`config.mk`:
```
export PLATFORM = sky130hd
export DESIGN_NAME = axi_read_slave_flat
export DESIGN_NICKNAME = d
export VERILOG_FILES = /design/src/rtl/axi_pkg.sv /design/src/rtl/axi_read_slave_if.sv /design/src/rtl/axi_ar_fifo.sv /design/src/rtl/axi_read_slave.sv /design/src/flat_wrapper.sv
export SDC_FILE = /design/constraint.sdc
export NUM_CORES = 1
export LEC_CHECK = 0
export ABC_AREA = 1
export ABC_CLOCK_PERIOD_IN_PS = 3100
export CAP_MARGIN = 20
export CORE_MARGIN = 2
export CORE_UTILIZATION = 34
export CTS_BUF_LIST = sky130_fd_sc_hd__clkbuf_4 sky130_fd_sc_hd__clkbuf_8
export DETAILED_ROUTE_END_ITERATION = 7
export PLACE_DENSITY = 0.61
export SLEW_MARGIN = 5
export SYNTH_ARGS = -nofsm -noshare
export SYNTH_HDL_FRONTEND = slang
export SYNTH_HIERARCHICAL = 1
export SYNTH_SLANG_ARGS = --single-unit
```
`constraint.sdc`:
```
create_clock -name ACLK -period 3.1 [get_ports ACLK]
set_input_delay 0.62 -clock ACLK [delete_from_list [all_inputs] [get_ports ACLK]]
set_output_delay 0.62 -clock ACLK [all_outputs]
set_load 0.05 [all_outputs]
```
`src/rtl/axi_pkg.sv`:
```
// Shared AXI3 read-path types: burst/response encodings,
// AR field widths and the queued AR request record.
package axi_pkg;

  localparam int LEN_W     = 4;
  localparam int SIZE_W    = 3;
  localparam int BURST_W   = 2;
  localparam int RESP_W    = 2;
  localparam int AR_ID_W   = 2;
  localparam int AR_ADDR_W = 32;

  typedef enum logic [BURST_W-1:0] {
    BURST_FIXED = 2'b00,
    BURST_INCR  = 2'b01,
    BURST_WRAP  = 2'b10,
    BURST_RSVD  = 2'b11
  } burst_t;

  typedef enum logic [RESP_W-1:0] {
    RESP_OKAY   = 2'b00,
    RESP_EXOKAY = 2'b01,
    RESP_SLVERR = 2'b10,
    RESP_DECERR = 2'b11
  } resp_t;

  typedef struct packed {
    logic [AR_ID_W-1:0]   id;
    logic [AR_ADDR_W-1:0] addr;
    logic [LEN_W-1:0]     len;
    logic [SIZE_W-1:0]    size;
    burst_t               burst;
  } ar_req_t;

endpackage

```
`src/rtl/axi_read_slave_if.sv`:
```
// Slave-side AR/R bundle of one interconnect port.
// master drives AR and RREADY; slave drives ARREADY and R.
interface axi_read_slave_if
  import axi_pkg::*;
#(
  parameter int BUS_WIDTH  = 32,
  parameter int ADDR_WIDTH = 32,
  parameter int RID_WIDTH  = 2
);
  logic [RID_WIDTH-1:0]  Slave_in_ARID;
  logic [ADDR_WIDTH-1:0] Slave_in_ARADDR;
  logic [LEN_W-1:0]      Slave_in_ARLEN;
  logic [SIZE_W-1:0]     Slave_in_ARSIZE;
  logic [BURST_W-1:0]    Slave_in_ARBURST;
  logic [1:0]            Slave_in_ARLOCK;
  logic [3:0]            Slave_in_ARCACHE;
  logic [2:0]            Slave_in_ARPROT;
  logic                  Slave_in_ARVALID;
  logic                  Slave_out_ARREADY;
  logic [RID_WIDTH-1:0]  Slave_out_RID;
  logic [BUS_WIDTH-1:0]  Slave_out_RDATA;
  logic [3:0]            Slave_out_RRESP;
  logic                  Slave_out_RLAST;
  logic                  Slave_out_RVALID;
  logic                  Slave_in_RREADY;

  modport master (
    output Slave_in_ARID, Slave_in_ARADDR,
    output Slave_in_ARLEN, Slave_in_ARSIZE,
    output Slave_in_ARBURST, Slave_in_ARLOCK,
    output Slave_in_ARCACHE, Slave_in_ARPROT,
    output Slave_in_ARVALID, Slave_in_RREADY,
    input  Slave_out_ARREADY, Slave_out_RID,
    input  Slave_out_RDATA, Slave_out_RRESP,
    input  Slave_out_RLAST, Slave_out_RVALID
  );

  modport slave (
    input  Slave_in_ARID, Slave_in_ARADDR,
    input  Slave_in_ARLEN, Slave_in_ARSIZE,
    input  Slave_in_ARBURST, Slave_in_ARLOCK,
    input  Slave_in_ARCACHE, Slave_in_ARPROT,
    input  Slave_in_ARVALID, Slave_in_RREADY,
    output Slave_out_ARREADY, Slave_out_RID,
    output Slave_out_RDATA, Slave_out_RRESP,
    output Slave_out_RLAST, Slave_out_RVALID
  );
endinterface

```
`src/rtl/axi_ar_fifo.sv`:
```
// DEPTH-entry queue of accepted AR requests.
// Pushes beyond full and pops from empty are ignored.
module axi_ar_fifo
  import axi_pkg::*;
#(
  parameter int DEPTH = 2
) (
  input  logic    clk,
  input  logic    rst_n,
  input  logic    push,
  input  ar_req_t push_req,
  input  logic    pop,
  output ar_req_t pop_req,
  output logic    full,
  output logic    empty
);
  localparam int PW = (DEPTH > 1) ? $clog2(DEPTH) : 1;
  localparam int CW = $clog2(DEPTH + 1);

  ar_req_t        slots [DEPTH];
  logic [PW-1:0]  wptr;
  logic [PW-1:0]  rptr;
  logic [CW-1:0]  cnt;
  logic           do_push;
  logic           do_pop;

  function automatic logic [PW-1:0] nxt(
    input logic [PW-1:0] p
  );
    return (p == PW'(DEPTH - 1)) ? '0 : p + 1'b1;
  endfunction

  assign full    = (cnt == CW'(DEPTH));
  assign empty   = (cnt == '0);
  assign do_push = push && !full;
  assign do_pop  = pop && !empty;
  assign pop_req = slots[rptr];

  always_ff @(posedge clk or negedge rst_n) begin
    if (!rst_n) begin
      wptr <= '0;
      rptr <= '0;
      cnt  <= '0;
    end else begin
      if (do_push) wptr <= nxt(wptr);
      if (do_pop)  rptr <= nxt(rptr);
      case ({do_push, do_pop})
        2'b10:   cnt <= cnt + 1'b1;
        2'b01:   cnt <= cnt - 1'b1;
        default: cnt <= cnt;
      endcase
    end
  end

  always_ff @(posedge clk) begin
    if (do_push) slots[wptr] <= push_req;
  end

endmodule

```
`src/rtl/axi_read_slave.sv`:
```
// AXI3 read slave: AR queue, burst expansion, 1-cycle memory.
// Define AXI_RD_SLVERR_EN to flag out-of-range/reserved beats.
module axi_read_slave
  import axi_pkg::*;
#(
  parameter int BUS_WIDTH  = 32,
  parameter int ADDR_WIDTH = 32,
  parameter int RID_WIDTH  = 2,
  parameter int DEPTH      = 2,
  parameter int MEM_AW     = 10
) (
  input  logic              ACLK,
  input  logic              ARESETn,
  axi_read_slave_if.slave   bus,
  output logic [MEM_AW-1:0] mem_addr,
  output logic              mem_rd,
  input  logic [BUS_WIDTH-1:0] mem_rdata
);
  typedef enum logic [1:0] {
    S_IDLE, S_RD, S_CAP, S_RSP
  } state_t;

  state_t  state, state_nx;
  ar_req_t push_req, pop_req;
  logic    full, empty, pop, rd_en, err;

  logic [ADDR_WIDTH-1:0] addr, addr_nx;
  logic [ADDR_WIDTH-1:0] step, wmask, inc;
  logic [LEN_W-1:0]      beat_cnt, len;
  logic [1:0]            sz;
  burst_t                burst;
  logic [RID_WIDTH-1:0]  rid;
  logic [BUS_WIDTH-1:0]  rdata;
  resp_t                 rresp;
  logic                  rvalid, rlast;

  assign push_req = '{
    id:    bus.Slave_in_ARID,
    addr:  bus.Slave_in_ARADDR,
    len:   bus.Slave_in_ARLEN,
    size:  bus.Slave_in_ARSIZE,
    burst: burst_t'(bus.Slave_in_ARBURST)
  };

  axi_ar_fifo #(.DEPTH(DEPTH)) u_fifo (
    .clk      (ACLK),
    .rst_n    (ARESETn),
    .push     (bus.Slave_in_ARVALID),
    .push_req (push_req),
    .pop      (pop),
    .pop_req  (pop_req),
    .full     (full),
    .empty    (empty)
  );

  assign bus.Slave_out_ARREADY = !full;
  assign bus.Slave_out_RID     = rid;
  assign bus.Slave_out_RDATA   = rdata;
  assign bus.Slave_out_RRESP   = {2'b00, rresp};
  assign bus.Slave_out_RLAST   = rlast;
  assign bus.Slave_out_RVALID  = rvalid;

  logic unused_ok;
  assign unused_ok = ^{bus.Slave_in_ARLOCK,
                       bus.Slave_in_ARCACHE,
                       bus.Slave_in_ARPROT};

`ifdef AXI_RD_SLVERR_EN
  assign err = (|addr[ADDR_WIDTH-1:MEM_AW+2])
            || (burst == BURST_RSVD);
`else
  assign err = 1'b0;
`endif

  assign mem_rd   = rd_en && !err;
  assign mem_addr = rd_en ? addr[MEM_AW+1:2] : '0;

  // wmask = wrap boundary - 1 = (len+1)*step - 1
  always_comb begin
    step    = ADDR_WIDTH'(1) << sz;
    wmask   = ((ADDR_WIDTH'(len) + 1'b1) << sz) - 1'b1;
    inc     = addr + step;
    addr_nx = inc;
    case (burst)
      BURST_FIXED: addr_nx = addr;
      BURST_WRAP:  addr_nx = (addr & ~wmask)
                           | (inc & wmask);
      default:     addr_nx = inc;
    endcase
  end

  always_ff @(posedge ACLK or negedge ARESETn) begin
    if (!ARESETn) state <= S_IDLE;
    else          state <= state_nx;
  end

  always_comb begin
    state_nx = state;
    pop      = 1'b0;
    rd_en    = 1'b0;
    case (state)
      S_IDLE: if (!empty) begin
        pop      = 1'b1;
        state_nx = S_RD;
      end
      S_RD: begin
        rd_en    = 1'b1;
        state_nx = S_CAP;
      end
      S_CAP: state_nx = S_RSP;
      S_RSP: if (bus.Slave_in_RREADY) begin
        state_nx = rlast ? S_IDLE : S_RD;
      end
      default: state_nx = S_IDLE;
    endcase
  end

  always_ff @(posedge ACLK or negedge ARESETn) begin
    if (!ARESETn) begin
      addr     <= '0;
      beat_cnt <= '0;
      len      <= '0;
      sz       <= '0;
      burst    <= BURST_FIXED;
      rid      <= '0;
      rdata    <= '0;
      rresp    <= RESP_OKAY;
      rvalid   <= 1'b0;
      rlast    <= 1'b0;
    end else begin
      case (state)
        S_IDLE: if (!empty) begin
          addr     <= pop_req.addr;
          beat_cnt <= '0;
          len      <= pop_req.len;
          sz       <= (pop_req.size > 3'd2) ? 2'd2
                    : pop_req.size[1:0];
          burst    <= pop_req.burst;
          rid      <= pop_req.id;
        end
        S_CAP: begin
          rdata  <= err ? '0 : mem_rdata;
          rresp  <= err ? RESP_SLVERR : RESP_OKAY;
          rvalid <= 1'b1;
          rlast  <= (beat_cnt == len);
        end
        S_RSP: if (bus.Slave_in_RREADY) begin
          rvalid <= 1'b0;
          if (!rlast) begin
            beat_cnt <= beat_cnt + 1'b1;
            addr     <= addr_nx;
          end
        end
        default: ;
      endcase
    end
  end

endmodule

```
`src/flat_wrapper.sv`:
```
// flat-port wrapper written by rule: the top's interface ports become plain ports
module axi_read_slave_flat import axi_pkg::*;
#(
  parameter int BUS_WIDTH  = 32,
  parameter int ADDR_WIDTH = 32,
  parameter int RID_WIDTH  = 2,
  parameter int DEPTH      = 2,
  parameter int MEM_AW     = 10
)
  (ACLK, ARESETn, mem_addr, mem_rd, mem_rdata, bus_Slave_in_ARID, bus_Slave_in_ARADDR, bus_Slave_in_ARLEN, bus_Slave_in_ARSIZE, bus_Slave_in_ARBURST, bus_Slave_in_ARLOCK, bus_Slave_in_ARCACHE, bus_Slave_in_ARPROT, bus_Slave_in_ARVALID, bus_Slave_in_RREADY, bus_Slave_out_ARREADY, bus_Slave_out_RID, bus_Slave_out_RDATA, bus_Slave_out_RRESP, bus_Slave_out_RLAST, bus_Slave_out_RVALID);
  axi_read_slave_if #(.BUS_WIDTH(BUS_WIDTH), .ADDR_WIDTH(ADDR_WIDTH), .RID_WIDTH(RID_WIDTH)) bus_i ();
  input  logic ACLK;
  input  logic ARESETn;
  output logic [MEM_AW-1:0] mem_addr;
  output logic mem_rd;
  input  logic [BUS_WIDTH-1:0] mem_rdata;
  input wire logic [$bits(bus_i.Slave_in_ARID)-1:0] bus_Slave_in_ARID;
  input wire logic [$bits(bus_i.Slave_in_ARADDR)-1:0] bus_Slave_in_ARADDR;
  input wire logic [$bits(bus_i.Slave_in_ARLEN)-1:0] bus_Slave_in_ARLEN;
  input wire logic [$bits(bus_i.Slave_in_ARSIZE)-1:0] bus_Slave_in_ARSIZE;
  input wire logic [$bits(bus_i.Slave_in_ARBURST)-1:0] bus_Slave_in_ARBURST;
  input wire logic [$bits(bus_i.Slave_in_ARLOCK)-1:0] bus_Slave_in_ARLOCK;
  input wire logic [$bits(bus_i.Slave_in_ARCACHE)-1:0] bus_Slave_in_ARCACHE;
  input wire logic [$bits(bus_i.Slave_in_ARPROT)-1:0] bus_Slave_in_ARPROT;
  input wire logic [$bits(bus_i.Slave_in_ARVALID)-1:0] bus_Slave_in_ARVALID;
  input wire logic [$bits(bus_i.Slave_in_RREADY)-1:0] bus_Slave_in_RREADY;
  output wire logic [$bits(bus_i.Slave_out_ARREADY)-1:0] bus_Slave_out_ARREADY;
  output wire logic [$bits(bus_i.Slave_out_RID)-1:0] bus_Slave_out_RID;
  output wire logic [$bits(bus_i.Slave_out_RDATA)-1:0] bus_Slave_out_RDATA;
  output wire logic [$bits(bus_i.Slave_out_RRESP)-1:0] bus_Slave_out_RRESP;
  output wire logic [$bits(bus_i.Slave_out_RLAST)-1:0] bus_Slave_out_RLAST;
  output wire logic [$bits(bus_i.Slave_out_RVALID)-1:0] bus_Slave_out_RVALID;
  assign bus_i.Slave_in_ARID = bus_Slave_in_ARID;
  assign bus_i.Slave_in_ARADDR = bus_Slave_in_ARADDR;
  assign bus_i.Slave_in_ARLEN = bus_Slave_in_ARLEN;
  assign bus_i.Slave_in_ARSIZE = bus_Slave_in_ARSIZE;
  assign bus_i.Slave_in_ARBURST = bus_Slave_in_ARBURST;
  assign bus_i.Slave_in_ARLOCK = bus_Slave_in_ARLOCK;
  assign bus_i.Slave_in_ARCACHE = bus_Slave_in_ARCACHE;
  assign bus_i.Slave_in_ARPROT = bus_Slave_in_ARPROT;
  assign bus_i.Slave_in_ARVALID = bus_Slave_in_ARVALID;
  assign bus_i.Slave_in_RREADY = bus_Slave_in_RREADY;
  assign bus_Slave_out_ARREADY = bus_i.Slave_out_ARREADY;
  assign bus_Slave_out_RID = bus_i.Slave_out_RID;
  assign bus_Slave_out_RDATA = bus_i.Slave_out_RDATA;
  assign bus_Slave_out_RRESP = bus_i.Slave_out_RRESP;
  assign bus_Slave_out_RLAST = bus_i.Slave_out_RLAST;
  assign bus_Slave_out_RVALID = bus_i.Slave_out_RVALID;
  axi_read_slave #(.BUS_WIDTH(BUS_WIDTH), .ADDR_WIDTH(ADDR_WIDTH), .RID_WIDTH(RID_WIDTH), .DEPTH(DEPTH), .MEM_AW(MEM_AW)) u_core (.ACLK(ACLK), .ARESETn(ARESETn), .bus(bus_i), .mem_addr(mem_addr), .mem_rd(mem_rd), .mem_rdata(mem_rdata));
endmodule
```
[After elaboration in Yosys (flattened, before gate mapping)]
Memory sizes are Yosys's and may differ from the RTL's.
Cells that the tools add are included.
Storage, ports and cells
  input port bits: 88
  register bits after elaboration: 86
  memories kept: 1
  bits in writable memories: 86
Operators by class
  $add $sub $neg: 8
  bitwise logic cells: 5
  eq/ne operators: 12
  $lt $le $gt $ge: 1
  shift operators: 2
  reduce and logical (&&, ||, !) cells: 15
  muxes and demuxes: 25
Memory list
  u_core.u_fifo.slots: words 2, width 43, read ports 1, clocked after Yosys merged registers in 0, wr ports 1, RTL line axi_ar_fifo.sv:20  | ar_req_t slots [DEPTH];
Operators by type and width (count)
  32-bit one-hot mux with 2 select lines: 2
  32-bit two-way mux: 3
  32-bit AND: 2
  32-bit adder: 1
  32-bit NOT: 1
  32-bit bitwise OR: 1
  1-bit by 2-bit left shift with 32-bit output, first input constant: 1
  32-bit by 2-bit left shift with 32-bit output: 1
  32-bit by 1-bit subtractor with 32-bit output, second input constant: 1
  4-bit two-way mux: 3
  2-bit == test, second input constant: 5
  10-bit two-way mux: 1
  1-bit two-way mux: 9
  2-bit inequality test, second input constant: 4
  2-bit one-hot mux with 4 select lines: 1
  4-bit one-hot mux with 2 select lines: 1
  2-bit logical NOT: 3
  2-bit two-way mux: 3
  2-bit AND reduction: 3
  2-bit nonzero test: 3
  4-bit by 1-bit adder with 5-bit output, second input constant: 1
  5-bit AND reduction: 1
  4-bit by 1-bit adder with 4-bit output, second input constant: 1
  2-bit by 1-bit == test with 1-bit output, second input constant: 2
  other kinds (11): 14

[Longest topological paths before layout]
  depth after elaboration: 10
  mapped depth: 16
  gate-level depth less buffers: 15

[Cells and area by module]
The synthesis kept the hierarchy.
By module, submodules not included
  axi_read_slave: seq. area each 1551.5 µm², cells an instance 533, times used 1, area an instance 3703.6 µm²
  axi_ar_fifo: seq. area each 2682.6 µm², cells an instance 257, times used 1, area an instance 3393.3 µm²

[Least setup slack after synthesis]
Ideal clock, no wire load.
  path kind: input port to flip-flop
  start: input bus_Slave_in_ARVALID
  end: memory u_core/u_fifo/slots[1][0] (netlist bit), enable pin
  cell stages on the path: 2
  required time: 2.657 ns
  path buffers: 0
  slack: 0.128 ns
  arrival time: 2.529 ns
  path through: o21ai_1 > nor2_1
On the way
  cells in the longest elaborated chain, start to end: 3
RTL lines
  start, declared: RTL line flat_wrapper.sv:25  | input wire logic [$bits(bus_i.Slave_in_ARVALID)-1:0] bus_Slave_in_ARVALID;
  1-bit logical AND: RTL line axi_ar_fifo.sv:35  | assign do_push = push && !full;
  1-bit two-way mux: RTL line axi_ar_fifo.sv:56  | if (do_push) slots[wptr] <= push_req;
  1-bit two-way mux (not written as such): RTL line axi_ar_fifo.sv:56
  end, declared: RTL line axi_ar_fifo.sv:20
No other way between the ends.

[Final worst setup path]
  start: register u_core.state[1]
  end: output mem_addr[4]
On the way
  cells in the longest elaborated chain, start to end: 3
RTL lines
  start, declared: RTL line axi_read_slave.sv:23  | state_t state, state_nx;
  start signal, assigned: RTL line axi_read_slave.sv:94  | else state <= state_nx;
  2-bit by 1-bit == test with 1-bit output: RTL line axi_read_slave.sv:101  | case (state)
  1-bit two-way mux: RTL line axi_read_slave.sv:101
  10-bit two-way mux: RTL line axi_read_slave.sv:76  | assign mem_addr = rd_en ? addr[MEM_AW+1:2] : '0;
  end, declared: RTL line flat_wrapper.sv:14  | output logic [MEM_AW-1:0] mem_addr;
No other way between the ends.

==> metrics.cfg <==
[floorplanning]
fp.dieW_um = 133
die_area_um2 = 17700
fp.dieH_um = 133
num_rows = 47
pin_count = 140
core_um2 = 16500
start_util_pct = 34.4

[drt]
wire_per_inst_um = 12.2
drt_pass1_iterations = 6
drc = 0
via_per_inst = 4.44
routed_wl_um = 12400
num_vias = 4516
ant_nets = 0
drt_iter0_markers = 207

[setup_path]
cpPeakStageDelay_ns = 0.79
cp.required_ns = 2.48
crit_type = reg -> out
cp-end-kind = output pin
crit_slowest_cell = clkdlybuf4s50_1
path_cells = inv_1 > ha_1 > buf_4 > nand2_1 > inv_1 > clkdlybuf4s50_1
cp_common_cell = inv_1
path_buf_inv = 4
critPathLaunchType = register
critPathMaxFanout = 11
cp_top_family = buffers and inverters
crit_arrival_ns = 2.21

[global_routing]
use_met2_pct = 21.6
grt_overflow_total = 0
grtUsageMet3_pct = 2.70
grt_use_met1_pct = 21.0
top_usage_layer = met2
grt_pass1_vias = 4047
gr-usage-all-layers_pct = 14.4
grt_pass1_wl_um = 20500
grt_max_degree = 43
antenna_found_initial = 0

[clock_tree]
holdBufCountCts = 0
cts_tree = yes
insertion_delay_ns = 0.39
cts_max_level = 3
post-cts-setup-buffer-count = 0
clockBufferDepth = 2
numClockSinks = 112
cts.repair.resized = 0
clk_pin_slew_ns = 0.11
cts_root_buffer = clkbuf_8
cts_made_buffers = 9

[timing]
fmax_mhz = 354
tightest_slew_ns = 0.710
post-route-min-period_ns = 2.83
finClkSkew_ns = 0.0203
hold_ws_ns = 0.215
finalSetupViolCount = 0
period_share_pct = 91.2
rsz0062_at_grt = no
slew_headroom_pct = 52.3
final_max_slew_viol_count = 0
hold_viol = 0
final.setup.tns_ns = 0

[layout]
nNetsFinal = 894
fillers = 1658
area_growth_pct = 26.2
num_antenna_cells = 0
drive_gt1_share_pct = 5.90

[logic_synthesis]
netlist_area_um2 = 5670
ys_warn_count = 6
netlist_instances = 690
post_synth.cell_area_avg_um2 = 8.22

[hold_path]
hp-class = in -> async

[power_and_ir_drop]
power_leakage_nw = 3.37
ir_worst_vdd_mv = 0.456
p_per_area_nw_per_um2 = 1090

[placement]
gp_congestion = 0.861
hpwl_um = 8740
port_buffers = 106

[job]
drv_cap = 0

[status]
status = complete, no violations

[final timing paths]
check | from | endpoint | slack (ns) | depth (start not counted)
min in group ACLK | u_core/bus.Slave_out_RDATA[21] | u_core/bus.Slave_out_RDATA[21] | 0.48 | 2
hold / removal | ARESETn | u_core/bus.Slave_out_RDATA[29] | 0.22 | 1
setup reg to reg | u_core/sz[1] | register | 0.67 | 13
setup / recovery | u_core/state[1] | mem_addr[4] | 0.27 | 6
max in group asynchronous | ARESETn | u_core/bus.Slave_out_RDATA[15] | 2.21 | 2
hold reg to reg | u_core/bus.Slave_out_RDATA[21] | u_core/bus.Slave_out_RDATA[21] | 0.48 | 2
[worst reg2reg max path, stage by stage (launching register included)]
cell,delay [ns]
dfrtp_1,0.55
inv_2,0.22
nor2_1,0.07
ha_1,0.39
a21oi_1,0.12
nand2_1,0.11
nand2_1,0.08
a21oi_1,0.29
xor2_1,0.18
nand2_1,0.05
o21ai_0,0.07
nand3_1,0.09
nand2_1,0.08
inv_1,0.04
[stage by stage]
step	instance area (um2)	setup WS, ns	utilization (%)	instances	power, mW
after floorplan	5680	0.798	-	693	5.68
after global placement	6930	0.590	42.1	1001	6.87
after detailed placement	6930	0.587	42.1	1001	6.90
after CTS	7160	0.203	43.5	1017	7.92
after global routing	7160	0.0976	43.5	1017	8.52
final	7160	0.271	43.5	1017	7.84
[report_power, final]
| part | leakage (nW) | switching [mW] | total [mW] | internal, mW |
|---|---|---|---|---|
| combinational | 2.00 | 2.93 | 4.33 | 1.40 |
| clock | 0.118 | 0.511 | 1.01 | 0.494 |
| sequential | 1.25 | 0.381 | 2.50 | 2.12 |
| total | 3.37 | 3.82 | 7.84 | 4.01 |
[layout by cell type, fill, tap and decap left out, types with 5 or more instances in the layout]
| master | n |
|---|---|
| ha_1 | 13 |
| buf_4 | 9 |
| inv_1 | 48 |
| nor2_1 | 32 |
| inv_2 | 7 |
| a21oi_1 | 9 |
| dfrtp_1 | 66 |
| o21ai_1 | 7 |
| nand2_1 | 319 |
| clkdlybuf4s50_1 | 105 |
| o21ai_0 | 25 |
| nand4_1 | 5 |
| clkbuf_8 | 10 |
| nand3_1 | 45 |
| edfxtp_1 | 46 |
[cell type report]
class / instances / area [um2] / share of cell area, %
sequential: 112 / 3030 / 42.4
tap: 220 / 275 / 3.85
multi-input combinational: 495 / 2250 / 31.5
clock buffer: 11 / 145 / 2.03
inverter: 58 / 223 / 3.11
timing repair buffer: 116 / 1140 / 16.0
clock inverter: 5 / 86.3 / 1.21
[metal layers]
layer	vias up	share of wire, %
li1	2394	-
met1	2011	50
met2	101	45
met3	10	3.9
met4	0	1.5
met5	-	0
Note: power is estimated with default switching activity, not from simulation.
